===== src/rtl/uart_tx_serializer.sv =====
// rtl/uart_tx_serializer.sv - UART transmit serializer: start, LSB-first data, optional parity, stop
module uart_tx_serializer #(
    parameter int DATA_WIDTH     = 8,
    parameter int Prescale_Width = 6
) (
    input  logic                      clk,
    input  logic                      rst,
    input  logic [DATA_WIDTH-1:0]     P_DATA,
    input  logic                      Data_Valid,
    input  logic                      PAR_EN,
    input  logic                      PAR_TYP,
    input  logic [Prescale_Width-1:0] Prescale,
    output logic                      TX_OUT,
    output logic                      Busy
);

    localparam int BW = (DATA_WIDTH > 1) ? $clog2(DATA_WIDTH) : 1;
    localparam logic [BW-1:0] LAST_BIT = BW'(DATA_WIDTH - 1);

    typedef enum logic [2:0] {
        IDLE   = 3'd0,
        START  = 3'd1,
        DATA   = 3'd2,
        PARITY = 3'd3,
        STOP   = 3'd4
    } state_t;

    state_t                    state_q, state_d;
    logic [DATA_WIDTH-1:0]     data_q, data_d;
    logic                      par_bit_q, par_bit_d;
    logic                      par_en_q, par_en_d;
    logic [Prescale_Width-1:0] presc_q, presc_d;
    logic [Prescale_Width-1:0] cnt_q, cnt_d;
    logic [BW-1:0]             bit_cnt_q, bit_cnt_d;
    logic                      tx_q, tx_d;
    logic                      busy_q, busy_d;
    logic                      bit_done;

    assign bit_done = (cnt_q == (presc_q - Prescale_Width'(1)));

    always_comb begin
        state_d   = state_q;
        data_d    = data_q;
        par_bit_d = par_bit_q;
        par_en_d  = par_en_q;
        presc_d   = presc_q;
        cnt_d     = bit_done ? '0 : cnt_q + Prescale_Width'(1);
        bit_cnt_d = bit_cnt_q;
        tx_d      = tx_q;

        case (state_q)
            IDLE: begin
                cnt_d = '0;
                tx_d  = 1'b1;
                if (Data_Valid) begin
                    // Parity is resolved at acceptance so later input changes cannot leak in.
                    state_d   = START;
                    data_d    = P_DATA;
                    par_bit_d = (^P_DATA) ^ PAR_TYP;
                    par_en_d  = PAR_EN;
                    presc_d   = (Prescale == '0) ? Prescale_Width'(1) : Prescale;
                    bit_cnt_d = '0;
                    tx_d      = 1'b0;
                end
            end
            START: begin
                if (bit_done) begin
                    state_d   = DATA;
                    tx_d      = data_q[0];
                    data_d    = data_q >> 1;
                    bit_cnt_d = '0;
                end
            end
            DATA: begin
                if (bit_done) begin
                    if (bit_cnt_q == LAST_BIT) begin
                        if (par_en_q) begin
                            state_d = PARITY;
                            tx_d    = par_bit_q;
                        end else begin
                            state_d = STOP;
                            tx_d    = 1'b1;
                        end
                    end else begin
                        tx_d      = data_q[0];
                        data_d    = data_q >> 1;
                        bit_cnt_d = bit_cnt_q + BW'(1);
                    end
                end
            end
            PARITY: begin
                if (bit_done) begin
                    state_d = STOP;
                    tx_d    = 1'b1;
                end
            end
            STOP: begin
                if (bit_done) begin
                    state_d = IDLE;
                    tx_d    = 1'b1;
                end
            end
            default: begin
                state_d = IDLE;
                tx_d    = 1'b1;
                cnt_d   = '0;
            end
        endcase

        busy_d = (state_d != IDLE);
    end

    always_ff @(posedge clk or posedge rst) begin
        if (rst) begin
            state_q   <= IDLE;
            data_q    <= '0;
            par_bit_q <= 1'b0;
            par_en_q  <= 1'b0;
            presc_q   <= Prescale_Width'(1);
            cnt_q     <= '0;
            bit_cnt_q <= '0;
            tx_q      <= 1'b1;
            busy_q    <= 1'b0;
        end else begin
            state_q   <= state_d;
            data_q    <= data_d;
            par_bit_q <= par_bit_d;
            par_en_q  <= par_en_d;
            presc_q   <= presc_d;
            cnt_q     <= cnt_d;
            bit_cnt_q <= bit_cnt_d;
            tx_q      <= tx_d;
            busy_q    <= busy_d;
        end
    end

    assign TX_OUT = tx_q;
    assign Busy   = busy_q;

endmodule


===== config.mk =====
export PLATFORM = sky130hd
export DESIGN_NAME = uart_tx_serializer
export DESIGN_NICKNAME = d
export VERILOG_FILES = /design/src/rtl/uart_tx_serializer.sv
export SDC_FILE = /design/constraint.sdc
export NUM_CORES = 1
export LEC_CHECK = 0
export ABC_AREA = 1
export CORE_UTILIZATION = 45
export DETAILED_ROUTE_END_ITERATION = 6
export DONT_BUFFER_PORTS = 1
export PLACE_DENSITY = 0.67
export SLEW_MARGIN = 20
export SYNTH_ARGS = -nofsm -noshare
export SYNTH_HDL_FRONTEND = slang
export SYNTH_SLANG_ARGS = --single-unit

===== constraint.sdc =====
create_clock -name clk -period 5.63 [get_ports clk]
set_input_delay 0.8445 -clock clk [delete_from_list [all_inputs] [get_ports clk]]
set_output_delay 0.8445 -clock clk [all_outputs]
set_load 0.02 [all_outputs]

* Yosys cells after proc, flatten, opt, wreduce, memory -nomap -nowiden
Index checks and enable logic that the tools add are counted.
Cells by class: $add $sub $neg 3, mux-type cells 28, bitwise operators 1, eq/ne operators 11, reductions and logical operators 10
Operators by type and width (number):
- $mux 3 | 11
- $mux 8 | 4
- $pmux 8 s3 | 1
- $mux 6 | 3
- $pmux 3 s5 | 1
- $pmux 3 s3 | 1
- $ne 2x2->1 const B | 4
- $reduce_xor 8->1 | 1
- $add 6x1->6 const B | 1
- $eq 3x2->1 const B | 2
- $eq 3x3->1 const B | 2
- $eq 6x6->1 | 1
- $logic_not 6->1 | 1
- $mux 1 | 6
- $reduce_bool 3->1 | 2
- $sub 6x1->6 const B | 1
- $reduce_and 5->1 | 1
- $pmux 1 s4 | 1
- $reduce_or 4->1 | 1
- $add 3x1->3 const B | 1
- $eq 3x1->1 const B | 1
- $logic_not 3->1 | 1
- $reduce_and 3->1 | 1
- $ne 2x1->1 const B | 1
- other kinds (3) | 3
Storage, ports and cells: register bits 30, bits of input ports 19, output and inout port bits 2, word-level logic and storage cells 62

* Depth between registers and ports, before layout
Gate-level depths: netlist of the first run.
depth after elaboration 5, mapped depth 14

* Least setup slack after synthesis of the first run
Ideal clock, no wire load.
path type reg2reg, start register presc_q[0], end register bit_cnt_q[0], required time 5.513 ns, path slack 3.717 ns, data arrival time 1.796 ns, cell stages (with the launch flop) 14, buffers on the path 1, cells stage by stage dfstp_2 > inv_2 > ha_1 > nand2_1 > nand2_1 > nor2_1 > nand2_1 > nor2_4 > nand3_4 > o21ai_2 > nand3_2 > buf_6 > nand2_1 > nand2_1
Between the ends: word-level cells in the longest chain between the ends 4, elaborated cells on any way between the ends 5
RTL lines:
- start: declaration | line 32 | logic [Prescale_Width-1:0] presc_q, presc_d;
- start signal: assignment | line 119 | presc_q <= Prescale_Width'(1);
- start signal: assignment | line 129 | presc_q <= presc_d;
- $sub 6x1->6 * | line 39 | assign bit_done = (cnt_q == (presc_q - Prescale_Width'(1)));
- $eq 6x6->1 * | line 39
- $ne 2x2->1 (no line)
- $reduce_and 5->1 (no line) *
- end signal: assignment | line 131 | bit_cnt_q <= bit_cnt_d;
- end: declaration | line 34 | logic [BW-1:0] bit_cnt_q, bit_cnt_d;
Mark *: on every way between the ends. The rest lies on a longest branch, timed or not. A chain may end at the register's enable or synchronous reset.

* Final worst setup path of the first run
start register presc_q[0], end register data_q[7]
Between the ends: word-level cells in the longest chain between the ends 4, elaborated cells on any way between the ends 5
RTL lines:
- $sub 6x1->6 * | line 39
- $eq 6x6->1 * | line 39
- $ne 2x2->1 (no line)
- $reduce_and 5->1 (no line) *
- end signal: assignment | line 126 | data_q <= data_d;
- end: declaration | line 29 | logic [DATA_WIDTH-1:0] data_q, data_d;
Marked as above.

==> summary.txt, run 1 <==
Clock network
  – H-tree depth: 2
  – # Post-CTS Setup Buffers: 0
  – Clk_lat worst skew: 0.28 ns
  – Sink Count: 30
  – Root buf cell: clkbuf_8
  – Post-CTS Resized: 0
  – CTS tree: done
  – CTS Buffer Depth: 2
  – Cts bufs inserted: 5
  – Hold buffer count at CTS: 0
  – Clk pin slew, worst setup/hold paths: 0.06 ns

Global route
  – Antenna violations before repair: 0
  – Vias in the first global route: 1387
  – GRT Overall Usage: 18.35%
  – Largest net degree at the start of global routing: 31
  – GRT overflow: 0
  – Wire length of the first global-routing pass: 5.975 mm

STA
  – Final setup skew: 0.005051 ns
  – Worst rel slew slack: 70.42%
  – Max Clock Freq: 438.6 MHz
  – Tmin final: 2.280 ns
  – Hold Slack: 0.4704 ns
  – Worst-margin pin slew: 0.4436 ns
  – Post-route clock period utilization: 40.50%
  – Max-slew violation count: 0
  – Final setup viols: 0
  – Worst setup margin: 3.350 ns
  – RSZ-0062 raised after global routing: false
  – Setup_tns: 0 ns
  – Hold Fails Final Rpt: 0

Power and ir drop
  – Total Power: 406.1 µW
  – Sequential share of power: 53.1%
  – Int Pwr: 319.8 µW
  – Clock power share: 43.1%
  – P_leak: 1.120 nW
  – Sw frac: 21.25%
  – Power Dens Cells: 205.8 nW/µm²
  – Peak supply drop: 124.0 µV
  – Comb pwr share: 3.8%
  – Psw: 86.29 µW

Yosys
  – Syn avg cell area: 7.012 µm²
  – Main combinational cell family by area after synthesis: simple AND/OR/NAND/NOR gates
  – Synth top area share: 37.99%
  – Synthesized area: 1844 µm²
  – Fraction of registers with async set/reset: 100.0%
  – Multiplexer area fraction after synthesis: 0%
  – Cell taking the most area after synthesis: dfrtp_1
  – Synth top area cells: dfrtp_1, nand2_1, inv_1, nor2_1, nand4_1
  – #FFs+latches synth: 30
  – Mapped Nets: 286
  – Xor/xnor share of the synthesized area: 4.749%
  – Adder-cell share of the synthesized area: 2.714%
  – Distinct cells, synth: 27
  – EDFF count, synth: 0
  – Predominant post-synthesis flop cell: dfrtp_1
  – Mapped Cells: 263
  – Yosys warnings: 0
  – Synth Area in Compound Gates: 4.478%
  – Sequential-to-total area share from yosys stat: 40.84%
  – Simple-Gate Fraction of Synth Area: 37.86%

Die
  – Die Span X: 66.02 µm
  – Core ar.: 3799 µm²
  – Initial Util: 48.55%
  – IO Pins: 21
  – Die height: 66.02 µm
  – Die area: 4359 µm²
  – # rows: 22

Job
  – Max-cap viol count: 0

Placement
  – RePlAce Congestion: 0.8441
  – Post-detail-place hpwl: 2.669 mm
  – Number of buffers added on ports: 0
  – Placement Cell Area: 1882 µm²
  – Worst Setup Slack post-DPL: 3.349 ns

Run status
  – Run status: completed

Worst setup path
  – Critical path startpoint: presc_q[0]
  – CP Cell Sequence: inv_2, ha_1, inv_2, nand2_1, nand2_1, nor2_1, nand2_1, nor2_4, nand3_4, o21ai_2, nand3_2, nand2_1, nand2_1
  – Worst path required time: 5.80 ns
  – Worst r2r src: presc_q[0]
  – Worst Setup Path Type: reg -> reg
  – CP max stage delay: 0.54 ns
  – Slowest cell on crit path: dfstp_2
  – Max Fanout on Critical Path: 12
  – Cell mode on critical path: nand2_1
  – CP Capture Type: register
  – Crit path DAT: 2.45 ns
  – Critical Path Source Type: register

Routing
  – Drt pass-1 iters: 4
  – DRT iter0 DRCs: 73
  – Number of routed nets with antenna violations: 0
  – Vias post-DR: 1533
  – WL/cell: 11.01 µm
  – Via density: 4.867
  – DRC violations left: 0
  – Final WL: 3.468 mm

Finish
  – Layout area overhead: 6.988%
  – Number of diodes: 0
  – Layout cells sized above 1: 7.116%
  – # fillers: 380
  – Final net count: 289
  – Post-route cell area: 1973 µm²

Hold path
  – Hold crit path type: reg -> reg
  – Hold Startpoint: data_q[4]
## Yosys cell counts (2+ instances only)
cell type,n
clkbuf_1,3
dfrtp_1,28
dfstp_2,2
ha_1,4
inv_1,34
inv_2,4
nand2_1,100
nand3_1,14
nand4_1,13
nor2_1,27
nor3_1,2
nor3b_1,2
o21ai_0,8
xnor2_1,5
xor2_1,5
## registers in the layout, indices dropped and copies added, names as in the netlist
| signal | flops |
|---|---|
| bit_cnt_q | 3 |
| par_en_q | 1 |
| cnt_q | 6 |
| data_q | 8 |
| TX_OUT | 1 |
| Busy | 1 |
| presc_q | 6 |
| state_q | 3 |
| par_bit_q | 1 |
## routing by layer
layer,track usage [%],vias to the layer above,part of all wire (%),wire length [µm]
li1,-,825,-,-
met1,23.94,677,48,1675
met2,27.81,25,45,1567
met3,4.828,6,4.6,158
met4,9.309,0,1.9,67
met5,0,-,0,0
## path summary, 6_finish.rpt
kind / end / slack [ns] / cells after the start
min in group asynchronous: presc_q[1] / 0.52 / 2
setup / recovery: data_q[7] / 3.35 / 13
hold / removal: data_q[4] / 0.47 / 2
setup reg to reg: data_q[7] / 3.35 / 13
hold reg to reg: data_q[4] / 0.47 / 2
max in group asynchronous: TX_OUT / 4.78 / 2
## layout by cell type, fill, tap and decap left out
cell type and count:
nand2_1 100, inv_1 34, dfrtp_1 28, nor2_1 27, nand3_1 14, nand4_1 13
o21ai_0 8, clkbuf_8 6, xor2_1 5, xnor2_1 5, inv_2 4, ha_1 4
dfstp_2 2, nor3_1 2, nor3b_1 2, nor2_2 1, nor2_4 1, o21ai_1 1
nand3_4 1, o21ai_2 1, o21bai_1 1, nand3_2 1, a22oi_1 1, o221ai_1 1
a21oi_1 1, clkbuf_1 1, clkinv_2 1, buf_4 1
## stage by stage
| step | util, % | std cells |
|---|---|---|
| 2_1_floorplan | - | 263 |
| 6_report | 51.94 | 315 |
| 4_1_cts | 51.94 | 315 |
| 5_1_grt | 51.94 | 315 |
| 3_5_place_dp | 49.54 | 307 |
| 3_3_place_gp | 49.54 | 307 |
## power by group through the flow
stage,logic [mW],registers [mW],clock network [mW]
2_1_floorplan,0.0128,0.220,0
3_3_place_gp,0.0158,0.220,0
3_5_place_dp,0.0158,0.220,0
4_1_cts,0.0160,0.216,0.181
5_1_grt,0.0180,0.216,0.188
6_report,0.0155,0.216,0.175
## worst max-delay path, delay by kind of cell, from the launching register on
kind / cells / cell delay, ns
compound gates: 1 / 0.20
fa+ha+maj: 1 / 0.31
buf+inv: 2 / 0.09
flops: 1 / 0.54
simple gates: 9 / 1.02
## cell type report
type / count / area, µm² / share of cell area (%)
Clock buffer: 7 / 86.33 / 4.375
Clock inverter: 1 / 5.005 / 0.2536
Inverter: 38 / 142.6 / 7.229
Multi-Input combinational cell: 190 / 918.4 / 46.54
Sequential cell: 30 / 753.2 / 38.17
Tap cell: 48 / 60.06 / 3.044
Timing Repair Buffer: 1 / 7.507 / 0.3805
## cell families after synthesis
kind of cell | count (synthesis)
AND/OR/NAND/NOR | 162
buffers and inverters | 43
AO/OA/AOI/OAI | 14
XOR/XNOR | 10
flip-flops | 30
adder cells (fa/ha/maj) | 4
No activity file was read; power rests on OpenSTA's default activity.
==> run 2, diff against run 1 <==
clock period = 2.2 ns   (was 5.63 ns; I/O delays follow)
==> run 2 against run 1 <==
  * Sequential cell count stayed put
  * Clock power rose to 2.5 times the previous value
  * Routed wire length increased by 9.8%
  * Register-to-register slack lost 3.2 ns
==> summary.txt, run 2 (synthesized netlist as in run 1, its figures left out) <==
STA
  – Hold Fails Final Rpt: 0 (unchanged)
  – Worst-margin pin slew: 0.5802 ns (was 0.4436 ns)
  – Worst rel slew slack: 61.22% (was 70.42%)
  – Max-slew violation count: 0 (unchanged)
  – Tmin final: 2.042 ns (was 2.280 ns)
  – Post-route clock period utilization: 92.81% (was 40.50%)
  – Worst setup margin: 0.1581 ns (was 3.350 ns)
  – RSZ-0062 raised after global routing: true (was false)
  – Max Clock Freq: 489.7 MHz (was 438.6 MHz)
  – Final setup skew: 0.008739 ns (was 0.005051 ns)
  – Final setup viols: 0 (unchanged)
  – Setup_tns: 0 ns (unchanged)

Clock network
  – Sink Count: 30 (unchanged)
  – Clk_lat worst skew: 0.28 ns (about the same)
  – Clk pin slew, worst setup/hold paths: 0.06 ns (about the same)
  – Cts bufs inserted: 5 (unchanged)
  – CTS Buffer Depth: 2 (unchanged)
  – Root buf cell: clkbuf_8 (unchanged)
  – H-tree depth: 2 (unchanged)
  – CTS tree: done (unchanged)

Routing
  – WL/cell: 11.94 µm (was 11.01 µm)
  – Drt pass-1 iters: 4 (unchanged)
  – Via density: 4.931 (was 4.867)
  – Final WL: 3.808 mm (was 3.468 mm)
  – Number of routed nets with antenna violations: 0 (unchanged)
  – DRC violations left: 0 (unchanged)
  – Vias post-DR: 1573 (was 1533)
  – DRT iter0 DRCs: 131 (was 73)

Global route
  – GRT overflow: 0 (unchanged)
  – Vias in the first global route: 1457 (was 1387)
  – Largest net degree at the start of global routing: 31 (unchanged)
  – Antenna violations before repair: 0 (unchanged)
  – GRT Overall Usage: 18.91% (was 18.35%)
  – Wire length of the first global-routing pass: 6.210 mm (was 5.975 mm)

Die
  – Initial Util: 48.55% (unchanged)
  – # rows: 22 (unchanged)
  – Die area: 4359 µm² (unchanged)
  – Die Span X: 66.02 µm (unchanged)
  – Die height: 66.02 µm (unchanged)
  – Core ar.: 3799 µm² (unchanged)
  – IO Pins: 21 (unchanged)

Power and ir drop
  – P_leak: 1.149 nW (was 1.120 nW)
  – Power Dens Cells: 512.4 nW/µm² (was 205.8 nW/µm²)
  – Peak supply drop: 302.9 µV (was 124.0 µV)

Finish
  – Top Registers: data_q x8, cnt_q x6, presc_q x6 (unchanged)
  – Top reg by flops: data_q (unchanged)
  – Final net count: 293 (was 289)
  – Number of diodes: 0 (unchanged)
  – # fillers: 388 (was 380)
  – Layout cells sized above 1: 8.487% (was 7.116%)
  – Max FFs per register: 8 (unchanged)
  – Most frequent cells in the layout: nand2_1, inv_1, dfrtp_1 (unchanged)
  – Most common cell after layout, fill and taps aside: nand2_1 (unchanged)
  – Layout area overhead: 9.837% (was 6.988%)
  – Multi-input logic area: 945.9 µm² (was 918.4 µm²)
  – Flip-flop and latch area: 753.2 µm² (unchanged)

Worst setup path
  – Critical Path Sink: bit_cnt_q[2] (was data_q[7])
  – Worst Setup Path Type: reg -> reg (unchanged)
  – Crit path DAT: 2.21 ns (was 2.45 ns)
  – Critical path startpoint: presc_q[0] (unchanged)
  – Reg2Reg Setup Slack: 0.16 ns (was 3.35 ns)
  – Max Fanout on Critical Path: 6 (was 12)
  – Critical Path Source Type: register (unchanged)
  – Worst r2r src: presc_q[0] (unchanged)
  – CP Capture Type: register (unchanged)
  – Worst path required time: 2.37 ns (was 5.80 ns)
  – Reg2reg end: bit_cnt_q[2] (was data_q[7])
  – Register-to-Register Path Depth: 12 (was 13)

Job
  – Max-cap viol count: 0 (unchanged)

Hold path
  – Hold crit path type: in -> async (was reg -> reg)

Placement
  – RePlAce Congestion: 0.8718 (was 0.8441)
  – Worst Setup Slack post-DPL: 0.09426 ns (was 3.349 ns)
  – Number of buffers added on ports: 0 (unchanged)
  – Post-detail-place hpwl: 2.674 mm (was 2.669 mm)

Run status
  – Run status: completed (unchanged)
run 2: worst min-delay path by stage:
stage          slack, ns  from  cells past startpoint          to
6_report            0.01   rst                      2  presc_q[1]
3_5_place_dp        0.33   rst                      2  presc_q[1]
2_1_floorplan       0.42   rst                      1        Busy
5_1_grt             0.06   rst                      2   data_q[7]
3_3_place_gp        0.32   rst                      2   par_bit_q
4_1_cts             0.02   rst                      2  presc_q[1]
run 2: repair_timing:
item,in CTS,in global routing
resized for setup,0,5
endpoints found under the setup margin,0,12
setup buffers,0,0
hold buffers,0,0
run 2: per-layer routing:
metal / track usage (%) / share of wire, % / vias to the layer above
met3: 5.345 / 3.5 / 2
met2: 30.10 / 47 / 27
met4: 6.383 / 0.53 / 0
met1: 24.51 / 49 / 710
li1: - / - / 834
met5: 0 / 0 / -
run 2: final cells by class:
cell class / count / share of cell area, %
well taps: 48 / 2.965
flip-flops and latches: 30 / 37.18
inverters: 38 / 7.041
repair buffers: 4 / 1.668
multi-input cells: 191 / 46.70
clock buffers: 8 / 4.447
run 2: through the flow:
step | hold WS, ns | instance area (µm²) | power [mW] | utilization (%) | std cells
6_report | 0.01001 | 2026 | 1.038 | 53.33 | 319
5_1_grt | 0.05720 | 2026 | 1.076 | 53.33 | 319
4_1_cts | 0.01997 | 1987 | 1.056 | 52.31 | 317
3_5_place_dp | 0.3257 | 1897 | 0.6031 | 49.93 | 309
3_3_place_gp | 0.3202 | 1897 | 0.6024 | 49.93 | 309
2_1_floorplan | 0.4193 | 1844 | 0.5947 | - | 263
run 2: critical path: stages (launching register included):
cell,delay [ns]
dfstp_2,0.53
inv_2,0.06
ha_1,0.31
nand2_1,0.08
nand2_1,0.05
nor2_1,0.09
nand2_1,0.09
nor2_4,0.15
nand3_4,0.12
o21ai_4,0.12
nand3_2,0.17
nand2_1,0.10
nand2_1,0.05
run 2: report_power, final:
part	internal [mW]	switching, mW	leakage (nW)
combinational	0.0148	0.0259	0.721
clock	0.254	0.191	0.0455
sequential	0.552	0	0.383
total	0.821	0.217	1.15
==> run 3, diff against run 2 <==
ABC_CLOCK_PERIOD_IN_PS = 2200   (was default)
CORE_UTILIZATION = 35   (was 45)
PLACE_DENSITY = 0.56   (was 0.67)
==> run 3 against run 2 <==
  * Sequential share of layout area is 0.27 points lower
  * Critical path depth is 1 higher
  * Total power is 1.3% higher
  * Worst hold slack better by 0.0062 ns
  * Cell area is 0.74% higher
  * Non-clock buffer count is 1 higher
  * Sequential cell count stayed put
  * Core utilization is 13 points lower
  * Critical path type unchanged
  * Largest power group unchanged
  * Highest routed layer unchanged
==> summary.txt, run 3 (synthesized netlist as in run 1, its figures left out) <==
Run status
  – Run status: completed (unchanged)

Worst setup path
  – Critical path startpoint: presc_q[0] (unchanged)
  – CP Capture Type: register (unchanged)
  – Worst Setup Path Type: reg -> reg (unchanged)
  – Worst r2r src: presc_q[0] (unchanged)
  – Max Fanout on Critical Path: 11 (was 6)
  – Worst path required time: 2.36 ns (was 2.37 ns)
  – Reg2Reg Setup Slack: 0.16 ns (about the same)
  – Reg2reg end: data_q[5] (was bit_cnt_q[2])
  – Register-to-Register Path Depth: 13 (was 12)
  – Critical Path Source Type: register (unchanged)
  – Critical Path Sink: data_q[5] (was bit_cnt_q[2])
  – Crit path DAT: 2.20 ns (was 2.21 ns)

Power and ir drop
  – Power Dens Cells: 515.0 nW/µm² (was 512.4 nW/µm²)
  – Peak supply drop: 281.1 µV (was 302.9 µV)
  – Sequential share of power: 52.5% (was 53.2%)
  – Comb pwr share: 3.8% (was 3.9%)
  – Clock power share: 43.7% (was 42.9%)
  – Psw: 229.4 µW (was 216.6 µW)
  – Sw frac: 21.83% (was 20.87%)
  – Int Pwr: 821.5 µW (was 821.4 µW)
  – P_leak: 1.138 nW (was 1.149 nW)

Placement
  – Placement Cell Area: 1939 µm² (was 1897 µm²)
  – Post-detail-place hpwl: 2.874 mm (was 2.674 mm)
  – RePlAce Congestion: 0.8136 (was 0.8718)
  – Number of buffers added on ports: 0 (unchanged)

Clock network
  – Sink Count: 30 (unchanged)
  – Root buf cell: clkbuf_8 (unchanged)
  – CTS tree: done (unchanged)
  – Clk_lat worst skew: 0.28 ns (about the same)
  – CTS Buffer Depth: 2 (unchanged)
  – Hold buffer count at CTS: 0 (unchanged)
  – Cts bufs inserted: 5 (unchanged)
  – H-tree depth: 2 (unchanged)
  – Clk pin slew, worst setup/hold paths: 0.07 ns (was 0.06 ns)

STA
  – RSZ-0062 raised after global routing: false (was true)
  – Setup_tns: 0 ns (unchanged)
  – Post-route clock period utilization: 92.85% (was 92.81%)
  – Final setup skew: 0.006076 ns (was 0.008739 ns)
  – Hold Fails Final Rpt: 0 (unchanged)
  – Max-slew violation count: 0 (unchanged)
  – Tmin final: 2.043 ns (was 2.042 ns)
  – Worst-margin pin slew: 0.5001 ns (was 0.5802 ns)
  – Max Clock Freq: 489.5 MHz (was 489.7 MHz)
  – Worst rel slew slack: 66.58% (was 61.22%)
  – Final setup viols: 0 (unchanged)

Finish
  – Top reg by flops: data_q (unchanged)
  – Most common cell after layout, fill and taps aside: nand2_1 (unchanged)
  – Most frequent cells in the layout: nand2_1, inv_1, dfrtp_1 (unchanged)
  – Layout area overhead: 10.65% (was 9.837%)
  – Number of diodes: 0 (unchanged)
  – Post-route cell area: 2041 µm² (was 2026 µm²)
  – Max FFs per register: 8 (unchanged)
  – Layout cells sized above 1: 8.118% (was 8.487%)
  – Top Registers: data_q x8, cnt_q x6, presc_q x6 (unchanged)
  – Final net count: 293 (unchanged)

Routing
  – Number of routed nets with antenna violations: 0 (unchanged)
  – Via density: 4.754 (was 4.931)
  – DRC violations left: 0 (unchanged)
  – Vias post-DR: 1621 (was 1573)
  – DRT iter0 DRCs: 137 (was 131)
  – WL/cell: 11.68 µm (was 11.94 µm)
  – Final WL: 3.982 mm (was 3.808 mm)
  – Drt pass-1 iters: 4 (unchanged)

Global route
  – Largest net degree at the start of global routing: 31 (unchanged)
  – Vias in the first global route: 1590 (was 1457)
  – Most Crowded Layer GR: met2 (unchanged)
  – Met2 Use GR: 27.63% (was 30.10%)
  – M3 GR Usage: 3.930% (was 5.345%)
  – GRT Overall Usage: 16.90% (was 18.91%)
  – Antenna violations before repair: 0 (unchanged)
  – GRT overflow: 0 (unchanged)
  – GR Util met1: 21.76% (was 24.51%)
  – Wire length of the first global-routing pass: 7.003 mm (was 6.210 mm)

Job
  – Max-cap viol count: 0 (unchanged)

Die
  – Die Span X: 74.59 µm (was 66.02 µm)
  – Initial Util: 36.34% (was 48.55%)
  – # rows: 26 (was 22)
  – IO Pins: 21 (unchanged)
  – Die height: 74.59 µm (was 66.02 µm)
  – Die area: 5564 µm² (was 4359 µm²)
  – Core ar.: 5075 µm² (was 3799 µm²)

Hold path
  – Hold crit path type: in -> async (unchanged)
## run 3: worst max-delay path, cell delays in order, from the launching register on
cell and delay [ns]:
dfstp_2 0.53, inv_2 0.06, ha_1 0.31, inv_2 0.03
nand2_1 0.05, nand2_1 0.04, nor2_1 0.09, nand2_1 0.09
nor2_4 0.15, nand3_4 0.11, o21ai_2 0.12, nand3_4 0.18
nand2_1 0.10, nand2_1 0.06
## run 3: layer usage
metal	share of wire, %	vias to the layer above
li1	-	833
met1	47	747
met2	47	35
met3	4.0	6
met4	1.5	0
met5	0	-
## run 3: layout make-up
class | count | area [µm²]
timing repair buffer | 5 | 41.29
tap | 70 | 87.58
multi-input combinational | 190 | 925.9
clock buffer | 8 | 90.09
inverter | 38 | 142.6
fill | 573 | 3034
sequential | 30 | 753.2
## run 3: worst min path at each step
stage	end	slack (ns)	startpoint	depth (start not counted)
finish	data_q[4]	0.02	rst	2
global route	presc_q[5]	0.06	rst	2
CTS	data_q[4]	0.03	rst	2
detailed placement	par_bit_q	0.33	rst	2
global placement	presc_q[5]	0.33	rst	2
floorplan	Busy	0.42	rst	1
## run 3: what timing repair did
action	4_1_cts	5_1_grt
buffers inserted	0	0
gates resized for setup	0	2
endpoints found under the hold margin	0	0
endpoints found under the setup margin	0	11
## run 3: power groups by stage
stage / sequential (mW) / combinational [mW] / clock [mW]
6_report: 0.552 / 0.0397 / 0.459
3_5_place_dp: 0.562 / 0.0416 / 0
3_3_place_gp: 0.562 / 0.0406 / 0
5_1_grt: 0.551 / 0.0460 / 0.496
4_1_cts: 0.552 / 0.0416 / 0.471
2_1_floorplan: 0.562 / 0.0328 / 0
## run 3: through the flow
| stage | hold slack (ns) | setup slack (ns) | util [%] | cells | total power [mW] |
|---|---|---|---|---|---|
| floorplan | 0.4193 | 0.2867 | - | 263 | 0.5947 |
| global placement | 0.3286 | 0.1395 | 38.21 | 333 | 0.6025 |
| detailed placement | 0.3337 | 0.1020 | 38.21 | 333 | 0.6034 |
| CTS | 0.03464 | 0.08371 | 39.99 | 341 | 1.064 |
| global route | 0.05656 | 0.01381 | 40.21 | 341 | 1.094 |
| finish | 0.01620 | 0.1573 | 40.21 | 341 | 1.051 |
